File: config.mk
export PLATFORM = sky130hd
export DESIGN_NAME = conv_window_3x3_flat
export DESIGN_NICKNAME = d
export VERILOG_FILES = /design/src/rtl/conv_window_3x3_if.sv /design/src/rtl/conv_window_3x3.sv /design/src/flat_wrapper.sv
export SDC_FILE = /design/constraint.sdc
export NUM_CORES = 1
export LEC_CHECK = 0
export ABC_AREA = 1
export CELL_PAD_IN_SITES_DETAIL_PLACEMENT = 1
export CELL_PAD_IN_SITES_GLOBAL_PLACEMENT = 2
export CORE_MARGIN = 3
export CORE_UTILIZATION = 35
export DETAILED_ROUTE_END_ITERATION = 16
export PLACE_DENSITY = 0.78
export SLEW_MARGIN = 10
export SYNTH_ARGS = -nofsm -noshare
export SYNTH_HDL_FRONTEND = slang
export SYNTH_SLANG_ARGS = --single-unit
File: constraint.sdc
create_clock -name i_clk -period 2.3 [get_ports i_clk]
set_input_delay 0.46 -clock i_clk [delete_from_list [all_inputs] [get_ports i_clk]]
set_output_delay 0.46 -clock i_clk [all_outputs]
set_load 0.02 [all_outputs]
File: src/rtl/conv_window_3x3_if.sv
// Pixel-stream interface between a raster pixel source and the 3x3 window stage.
// The master drives pixels and the frame restart; the slave returns windows.
interface conv_window_3x3_if #(
    parameter int unsigned DATA_W = 10
);
    logic                  i_clear;
    logic                  i_valid;
    logic [DATA_W-1:0]     i_pixel;
    logic                  o_valid;
    logic [9*DATA_W-1:0]   o_window;
    logic                  o_frame_done;

    modport master (
        output i_clear,
        output i_valid,
        output i_pixel,
        input  o_valid,
        input  o_window,
        input  o_frame_done
    );

    modport slave (
        input  i_clear,
        input  i_valid,
        input  i_pixel,
        output o_valid,
        output o_window,
        output o_frame_done
    );
endinterface

File: src/rtl/conv_window_3x3.sv
// Streaming line-buffer stage: turns a raster pixel stream into packed 3x3 windows
// ("valid" windowing only, so a W x H frame yields (W-2) x (H-2) windows).
module conv_window_3x3 #(
    parameter int unsigned DATA_W = 10,
    parameter int unsigned IMG_W  = 32,
    parameter int unsigned IMG_H  = 32
) (
    input  logic              i_clk,
    input  logic              i_rstn,
    conv_window_3x3_if.slave  bus
);
    localparam int unsigned COL_W = $clog2(IMG_W);
    localparam int unsigned ROW_W = $clog2(IMG_H);
    localparam logic [COL_W-1:0] COL_LAST = COL_W'(IMG_W - 1);
    localparam logic [ROW_W-1:0] ROW_LAST = ROW_W'(IMG_H - 1);

    logic [COL_W-1:0]  col_q, col_d;
    logic [ROW_W-1:0]  row_q, row_d;
    logic              col_last, row_last;
    logic              accept;
    logic              valid_q, done_q;
    logic [DATA_W-1:0] win_q [9];

    // lb0 holds the previous row, lb1 the row before that
    logic [DATA_W-1:0] lb0 [IMG_W];
    logic [DATA_W-1:0] lb1 [IMG_W];

    always_comb begin
        accept   = bus.i_valid && !bus.i_clear;
        col_last = (col_q == COL_LAST);
        row_last = (row_q == ROW_LAST);
        col_d    = col_q;
        row_d    = row_q;
        if (col_last) begin
            col_d = '0;
            row_d = row_last ? '0 : row_q + ROW_W'(1);
        end else begin
            col_d = col_q + COL_W'(1);
        end
    end

    always_ff @(posedge i_clk or negedge i_rstn) begin
        if (!i_rstn) begin
            col_q   <= '0;
            row_q   <= '0;
            valid_q <= 1'b0;
            done_q  <= 1'b0;
            for (int k = 0; k < 9; k++) begin
                win_q[k] <= '0;
            end
        end else if (bus.i_clear) begin
            col_q   <= '0;
            row_q   <= '0;
            valid_q <= 1'b0;
            done_q  <= 1'b0;
        end else if (bus.i_valid) begin
            col_q   <= col_d;
            row_q   <= row_d;
            valid_q <= (row_q >= ROW_W'(2)) && (col_q >= COL_W'(2));
            done_q  <= row_last && col_last;
            for (int r = 0; r < 3; r++) begin
                win_q[3*r]     <= win_q[3*r + 1];
                win_q[3*r + 1] <= win_q[3*r + 2];
            end
            win_q[2] <= lb1[col_q];
            win_q[5] <= lb0[col_q];
            win_q[8] <= bus.i_pixel;
        end else begin
            valid_q <= 1'b0;
            done_q  <= 1'b0;
        end
    end

    // Line buffers carry no reset so they can map onto plain RAM; read-before-write.
    always_ff @(posedge i_clk) begin
        if (accept) begin
            lb1[col_q] <= lb0[col_q];
            lb0[col_q] <= bus.i_pixel;
        end
    end

    for (genvar k = 0; k < 9; k++) begin : g_pack
        assign bus.o_window[k*DATA_W +: DATA_W] = win_q[k];
    end

    assign bus.o_valid      = valid_q;
    assign bus.o_frame_done = done_q;
endmodule

File: src/flat_wrapper.sv
// flat-port wrapper written by rule: the top's interface ports become plain ports
module conv_window_3x3_flat 
#(
    parameter int unsigned DATA_W = 10,
    parameter int unsigned IMG_W  = 32,
    parameter int unsigned IMG_H  = 32
)
  (i_clk, i_rstn, bus_i_clear, bus_i_valid, bus_i_pixel, bus_o_valid, bus_o_window, bus_o_frame_done);
  conv_window_3x3_if #(.DATA_W(DATA_W)) bus_i ();
  input  logic i_clk;
  input  logic i_rstn;
  input wire logic [$bits(bus_i.i_clear)-1:0] bus_i_clear;
  input wire logic [$bits(bus_i.i_valid)-1:0] bus_i_valid;
  input wire logic [$bits(bus_i.i_pixel)-1:0] bus_i_pixel;
  output wire logic [$bits(bus_i.o_valid)-1:0] bus_o_valid;
  output wire logic [$bits(bus_i.o_window)-1:0] bus_o_window;
  output wire logic [$bits(bus_i.o_frame_done)-1:0] bus_o_frame_done;
  assign bus_i.i_clear = bus_i_clear;
  assign bus_i.i_valid = bus_i_valid;
  assign bus_i.i_pixel = bus_i_pixel;
  assign bus_o_valid = bus_i.o_valid;
  assign bus_o_window = bus_i.o_window;
  assign bus_o_frame_done = bus_i.o_frame_done;
  conv_window_3x3 #(.DATA_W(DATA_W), .IMG_W(IMG_W), .IMG_H(IMG_H)) u_core (.i_clk(i_clk), .i_rstn(i_rstn), .bus(bus_i));
endmodule
=== Word-level counts from Yosys, hierarchy flattened ===
Memory sizes are Yosys's and may differ from the RTL's. A register that Yosys moved wholly into a read port is not among the register bits.
Cells that the tools add are included.

* Add/sub/neg operators: 2
* $lt $le $gt $ge: 2
* Equal/unequal tests: 2
* Mux-type cells: 13
* Bitwise operators: 1
* Reductions and logical operators: 9

{| class="wikitable"
|+ Operator list
! kind !! number
|-
| $mux 5 || 7
|-
| $add 5x1->5 const B || 2
|-
| $eq 5x5->1 const B || 2
|-
| $ge 5x2->1 const B || 2
|-
| $mux 1 || 6
|-
| $reduce_and 2->1 || 2
|-
| $reduce_bool 2->1 || 2
|-
| $logic_and 1x1->1 || 3
|-
| $logic_not 1->1 || 2
|-
| $not 1->1 || 1
|}

* Flip-flop bits (word level): 92
* Memory bits (writable): 640
* Input port bits: 14
* Output and inout port bits: 92
* Memories: 2

{| class="wikitable"
|+ Memory list
! memory !! depth !! bits a word !! read ports !! clocked after Yosys merged registers in !! write ports !! line !! source
|-
| u_core.lb0 || 32 || 10 || 1 || 0 || 1 || conv_window_3x3.sv:25 || <nowiki>logic [DATA_W-1:0] lb0 [IMG_W];</nowiki>
|-
| u_core.lb1 || 32 || 10 || 1 || 1 || 1 || conv_window_3x3.sv:26 || <nowiki>logic [DATA_W-1:0] lb1 [IMG_W];</nowiki>
|}

=== Logic depth before layout (Yosys ltp) ===
Gate-level depths: netlist (run 1).

* Word-level depth: 5
* Mapped depth: 14
* Gate-level depth less buffers: 11

=== Worst setup path before layout (run 1) ===
No wires, ideal clock.

* Path type: flip-flop to flip-flop
* From: reg u_core.col_q[0]
* To: mem u_core.lb0[10][0], enable pin
* Setup time: 397 ps
* Arrival: 2113 ps
* Data required time: 1903 ps
* Setup slack: -209 ps
* Cell stages (with the launch flop): 8
* Buffers on the path: 3
* Clock period less this slack: 2509 ps
* Cell sequence: dfrtp_1 -> buf_6 -> inv_4 -> buf_6 -> buf_2 -> ha_1 -> nand2_1 -> nor2_1

{| class="wikitable"
|+ RTL lines
! element !! line !! source
|-
| start: declaration || conv_window_3x3.sv:17 || <nowiki>logic [COL_W-1:0] col_q, col_d;</nowiki>
|-
| start signal: assignment || conv_window_3x3.sv:57 || <nowiki>col_q <= col_d;</nowiki>
|-
| end: declaration || conv_window_3x3.sv:25 ||
|}

Straight into the memory's write port.

==> results of run 1 <==
power by group through the flow:
stage	clock network [mW]	registers (mW)	logic [mW]
2_1_floorplan	0	15.9	1.31
3_3_place_gp	0	15.6	3.56
3_5_place_dp	0	15.6	3.63
4_1_cts	13.7	15.4	3.72
5_1_grt	14.3	15.4	4.27
6_report	13.4	15.4	3.97
logic make-up (layout without fill, tap and decap cells):
kind of cell	count (synthesis)	in the layout	synth area share (%)
buffers and inverters	581	885	7.77
DFF	742	742	69.3
AOI/OAI and AO/OA	135	135	2.19
adders and majority gates	8	8	0.319
and+or+nand+nor	1611	1611	20.4
layout make-up:
class | instances | area, um2 | share of cell area (%)
repair inverters | 1 | 16.3 | 0.0416
multi-input cells | 1754 | 7530 | 19.3
clock inverters | 39 | 437 | 1.12
repair buffers | 293 | 3870 | 9.92
inverters | 441 | 1670 | 4.28
flip-flops and latches | 742 | 21800 | 55.8
well taps | 1165 | 1460 | 3.73
clock buffers | 111 | 2290 | 5.88
worst paths after layout:
kind	from	to	slack, ps
hold / removal	i_rstn	u_core.bus.o_window[26]	250
hold reg to reg	u_core.bus.o_window[60]	u_core.bus.o_window[60]	480
setup reg to reg	u_core.col_q[0]	u_core.bus.o_window[28]	30
setup / recovery	u_core.col_q[0]	u_core.bus.o_window[28]	30
max in group asynchronous	i_rstn	u_core.bus.o_window[2]	1390
min in group i_clk	u_core.bus.o_window[60]	u_core.bus.o_window[60]	480
flip-flops by register name, indices dropped and copies added, names as in the netlist:
name / count
u_core.bus.o_valid: 1
u_core.bus.o_frame_done: 1
u_core.row_q: 5
u_core.bus.o_window: 90
u_core.lb0: 320
u_core.col_q: 5
u_core.lb1: 320
metal layers:
layer	routed length, um	part of all wire [%]	track usage (%)	vias to the layer above
li1	-	-	-	10280
met1	44500	44	28.2	11327
met2	48900	48	34.9	591
met3	5220	5.1	3.38	152
met4	3420	3.3	6.93	2
met5	10	0.0098	0	-
what timing repair did:
action	in CTS	in global routing
setup endpoints to repair	225	320
gates cloned	2	15
pin swaps	0	9
buffers inserted	0	9
hold buffers	1	0
endpoints found under the hold margin	14	0
resized for setup	30	83
per-stage QoR:
stage | instances | setup TNS (ps) | area (um2) | hold slack [ps] | setup WS, ps
after floorplan | 3077 | -85010 | 31400 | 164 | -209
after global placement | 4369 | -14810 | 35500 | 363 | -425
after detailed placement | 4369 | -16170 | 35500 | 368 | -476
after CTS | 4522 | -22.8 | 38400 | 233 | -10.8
after global routing | 4546 | -1250 | 39100 | 244 | -34.3
final | 4546 | 0 | 39100 | 253 | 27.0
cell usage in the layout (no fill, tap or decap), drive strengths merged, types with 102 or more instances in the layout:
cell type and count:
clkdlybuf4s50 104, nor2 134, o21ai 109, nand2 1230, dfrtp 102, clkbuf 121
buf 178, nand3 228, inv 446, edfxtp 640
==> summary.txt, run 1 <==
Final layout
  – Fillers: 9,658
  – Synthesis-to-finish area growth: 24.3%
  – Layout cells sized above 1: 12.6%
  – Ant diodes: 0
  – Layout Utilization: 44.1%
  – Final nets: 3,336

Worst setup path
  – Critical path, cell by cell: buf_12 > inv_12 > buf_4 > clkbuf_16 > nand2_1 > nand2_1 > nand2_1 > a21oi_2 > buf_4 > nor2_1 > buf_4 > nand3_1 > nand2_1 > inv_1
  – Top cell by count, worst path: nand2_1
  – Critical path class: flop to flop
  – Critical Path Stages: 14
  – WP data required: 2870 ps
  – CP max FO: 8
  – Crit start category: flop
  – Critical path's slowest cell: dfrtp_4
  – Critical path buffers and inverters: 7
  – Worst Path Arrival: 2850 ps
  – CP max stage delay: 580 ps
  – Crit path capture type: flop
  – Worst path top cell family by delay: buffers and inverters
  – Worst R2R Path Depth: 14

Pwr
  – Overall Power: 32.7 mW
  – Maximum vdd drop: 557 uV
  – Logic pwr share: 12.1%
  – Pwr/cell area: 838 nW/um2
  – Leakage power: 16.6 nW
  – Internal: 24.5 mW
  – Sw power: 8.23 mW
  – Sequential power share: 46.9%
  – Clock Power Share: 41.0%
  – Sw Ratio: 25.1%

Synthesis
  – Sequential fraction of the synthesis area: 69.3%
  – Most area-consuming cells after synthesis: edfxtp_1 61%, nand2_1 15%, dfrtp_1 8.1%
  – Mean area per synthesized cell: 10.2 um2
  – Share of the synthesized area in the top cell type: 61.2%
  – Main synth FF type: edfxtp_1
  – Post-synth top area cell: edfxtp_1
  – Post-Syn Area: 31,400 um2
  – Yosys reg bits: 742
  – Most frequent cell after synthesis: nand2_1
  – Library cells used by synthesis: 31
  – Top post-synthesis cells by count: 1,228 x nand2_1, 640 x edfxtp_1, 435 x inv_1, 228 x nand3_1, 133 x nor2_1
  – Async SR Flop Fraction: 13.7%
  – Post-synth EDFFs: 640
  – Syn Nets: 3,099
  – Yosys warnings: 0
  – Synthesized instance count: 3,077

STA
  – Worst slew pin tran: 395 ps
  – Worst rel slew slack: 73.7%
  – Setup Viol. Count Final: 0
  – Final Cycle Share: 98.8%
  – FMAX: 440 MHz
  – Final Hold Viols: 0
  – Slew Limit Fails: 0
  – Minimum clock period after layout: 2270 ps
  – Clock Skew: 22.9 ps

Detailed routing
  – Via density: 4.92
  – DR iter-0 viols: 1,852
  – Wire length per cell: 22.4 um
  – Drt first pass iters: 5
  – Routed WL: 102,000 um
  – Detailed-route via count: 22,352
  – DRC: 0
  – Post-route ant nets: 0

Flow run
  – Maxcap violations: 0

Clocking
  – CTS tree: built
  – Number of buffers created by CTS: 81
  – H-tree depth: 3
  – Clk_lat worst skew: 640 ps
  – Clock root cell: clkbuf_16
  – Register clock-pin slew on the reported worst setup and hold paths: 60 ps
  – CTS sink cnt: 742
  – Clock Tree Buf Depth: 3

Global routing
  – First-pass GRT wire length: 147,000 um
  – Initial antenna violation count: 4
  – Total GRT Usage: 21.0%
  – Largest net degree at the start of global routing: 93
  – Vias in the first global route: 23,185
  – Grt total ovfl: 0

Min path
  – Hold Path Class: input pin to asynchronous set/reset pin

Placed design
  – GPL Wtd Cong: 0.812
  – HPWL after DPL: 62,400 um
  – I/O Buffers: 105

Floorplanning
  – Row count: 109
  – Die Width: 306 um
  – Starting Density: 35.4%
  – CORE AREA: 88,600 um2
  – Die area: 93,400 um2
  – Die height: 306 um
  – Ports: 106

Outcome
  – Status: completed
(Power assumes the default switching activity.)
==> run 2: changes to the inputs <==
- ABC_AREA: 1 -> unset
- PLACE_DENSITY: 0.78 -> 0.7
==> summary.txt, run 2 <==
Global routing
  – GR Util met1: 25.4%
  – First-pass GRT wire length: 117,000 um
  – Grt total ovfl: 0
  – Grt peak-use layer: met2
  – Met2 Usage GRT: 30.2%
  – Total GRT Usage: 18.4%
  – M3 GR Usage: 2.89%
  – Vias in the first global route: 17,171
  – Initial antenna violation count: 1
  – Largest net degree at the start of global routing: 57

Synthesis
  – Top post-synthesis cells by count: 640 x edfxtp_1, 227 x nand2_1, 202 x mux2i_1, 102 x dfrtp_1, 89 x o22ai_1
  – Syn Nets: 1,679
  – Mean area per synthesized cell: 17.3 um2
  – Most frequent cell after synthesis: edfxtp_1
  – Sequential fraction of the synthesis area: 76.0%
  – Yosys reg bits: 742
  – Post-Syn Area: 28,600 um2
  – Share of the synthesized area in the top cell type: 67.1%
  – Async SR Flop Fraction: 13.7%
  – Most area-consuming cells after synthesis: edfxtp_1 67%, dfrtp_1 8.9%, mux2i_1 7.1%
  – Main synth FF type: edfxtp_1
  – Library cells used by synthesis: 59
  – Post-synth top area cell: edfxtp_1
  – Post-synth EDFFs: 640
  – Yosys warnings: 0
  – Synthesized instance count: 1,657

STA
  – FMAX: 397 MHz
  – Worst rel slew slack: 40.5%
  – Worst setup margin: -222 ps
  – RSZ-0062 raised after global routing: yes
  – Final Hold Viols: 0
  – Final Cycle Share: 110%
  – Minimum hold slack: 393 ps
  – Slew Limit Fails: 0
  – Clock Skew: 25.3 ps
  – Minimum clock period after layout: 2520 ps
  – Setup Viol. Count Final: 407
  – Worst slew pin tran: 892 ps

Detailed routing
  – Drt first pass iters: 9
  – Detailed-route via count: 16,641
  – Via density: 5.29
  – Routed WL: 83,500 um
  – Post-route ant nets: 0
  – Wire length per cell: 26.5 um
  – DR iter-0 viols: 1,285
  – DRC: 0

Worst setup path
  – WP data required: 2650 ps
  – Crit path capture type: flop
  – Critical path class: flop to flop
  – Crit start category: flop
  – CP max FO: 32
  – Worst Path Arrival: 2870 ps

Placed design
  – I/O Buffers: 105
  – Setup Slack @ Placement: -587 ps
  – Placed instance area: 33,200 um2
  – GPL Wtd Cong: 0.775
  – HPWL after DPL: 50,100 um

Final layout
  – Commonest non-fill, non-tap cell in the layout: edfxtp_1
  – Final Cell Area: 37,400 um2
  – Commonest non-fill, non-tap cells in the layout: 640 x edfxtp_1, 212 x nand2_1, 180 x mux2i_1
  – Register area: 21,800 um2
  – Synthesis-to-finish area growth: 30.7%
  – Final nets: 2,044
  – Area of the multi-input gates: 7410 um2
  – Fillers: 7,650
  – Layout cells sized above 1: 27.7%

Pwr
  – Leakage power: 12.7 nW
  – Logic pwr share: 10.6%
  – Maximum vdd drop: 474 uV
  – Pwr/cell area: 830 nW/um2
  – Sw power: 7.33 mW
  – Sequential power share: 49.3%
  – Internal: 23.8 mW
  – Sw Ratio: 23.6%
  – Overall Power: 31.1 mW
  – Clock Power Share: 40.1%

Clocking
  – Register clock-pin slew on the reported worst setup and hold paths: 60 ps
  – CTS tree: built
  – H-tree depth: 3
  – CTS sink cnt: 742
  – Clk_lat worst skew: 630 ps
  – Number of buffers created by CTS: 79
  – Clock root cell: clkbuf_16
  – Clock Tree Buf Depth: 3

Outcome
  – Failing checks: setup timing
  – Status: finished, violations left

Floorplanning
  – CORE AREA: 80,800 um2
  – Die area: 85,300 um2
  – Die height: 292 um
  – Die Width: 292 um
  – Ports: 106
  – Starting Density: 35.4%
  – Row count: 104

Flow run
  – Maxcap violations: 0

Min path
  – Hold Path Class: input pin to asynchronous set/reset pin
==> run 2: timing repair <==
item                                    in CTS  in global routing
endpoints found under the setup margin     497                753
pin swaps                                   10                 23
endpoints found under the hold margin       40                  0
setup buffers                               19                 29
hold buffers                                 1                  0
gates resized for setup                     44                111
cloned                                       3                 19
==> run 2: layout make-up <==
class	instances	share of cell area, %
sequential	742	58.2
inverter	3	0.0301
clock buffer	102	5.57
antenna	1	0.00669
timing repair buffer	369	11.7
clock inverter	41	1.15
multi-input combinational	827	19.8
tap	1060	3.54
==> run 2: metrics by stage <==
step                std cells  utilization, %  setup TNS, ps
detailed placement       2930            41.1        -214240
CTS                      3096            44.8         -27040
global route             3145            46.3         -72100
global placement         2930            41.1        -187200
floorplan                1657               -              0
finish                   3145            46.3         -36710
==> run 2: routing by layer <==
| metal | vias to the layer above | share of wire [%] |
|---|---|---|
| met5 | - | 0 |
| met4 | 0 | 1.9 |
| met3 | 90 | 5.4 |
| met2 | 485 | 49 |
| met1 | 8822 | 44 |
| li1 | 7244 | - |
==> run 2: cells by family (layout without fill, tap and decap cells) <==
| kind of cell | count (synthesis) | in the layout | synth area share, % |
|---|---|---|---|
| multiplexers | 267 | 267 | 11.7 |
| other | 0 | 1 | 0 |
| AO/OA/AOI/OAI | 167 | 167 | 3.88 |
| flip-flops | 742 | 742 | 76.0 |
| adder cells (fa/ha/maj) | 8 | 8 | 0.350 |
| buffers and inverters | 94 | 515 | 1.81 |
| AND/OR/NAND/NOR | 379 | 385 | 6.21 |
==> run 2: worst max-delay path, stage by stage, from the launching register on <==
cell	delay, ps
dfrtp_4	530
buf_12	190
buf_12	150
mux2i_2	290
o22ai_4	130
nor4_4	460
buf_4	230
nand2_4	50
buf_12	150
==> run 2: power groups by stage <==
| stage | combinational (mW) | sequential (mW) | clock, mW |
|---|---|---|---|
| CTS | 2.95 | 15.3 | 12.7 |
| global route | 3.50 | 15.4 | 13.3 |
| floorplan | 0.988 | 15.8 | 0 |
| detailed placement | 2.84 | 15.6 | 0 |
| finish | 3.30 | 15.3 | 12.5 |
| global placement | 2.79 | 15.6 | 0 |
==> run 2: worst paths after layout <==
check / from / end / slack, ps / cells past startpoint
worst max-delay path: u_core.col_q[1] / u_core.lb1[21][9] / -220 / 8
worst min-delay path: i_rstn / u_core.bus.o_window[19] / 390 / 2
worst max register to register: u_core.col_q[1] / u_core.lb1[21][9] / -220 / 8
worst min register to register: u_core.bus.o_window[62] / u_core.bus.o_window[62] / 470 / 2
max in group asynchronous: i_rstn / u_core.bus.o_window[83] / 1270 / 3
min in group i_clk: u_core.bus.o_window[62] / u_core.bus.o_window[62] / 470 / 2
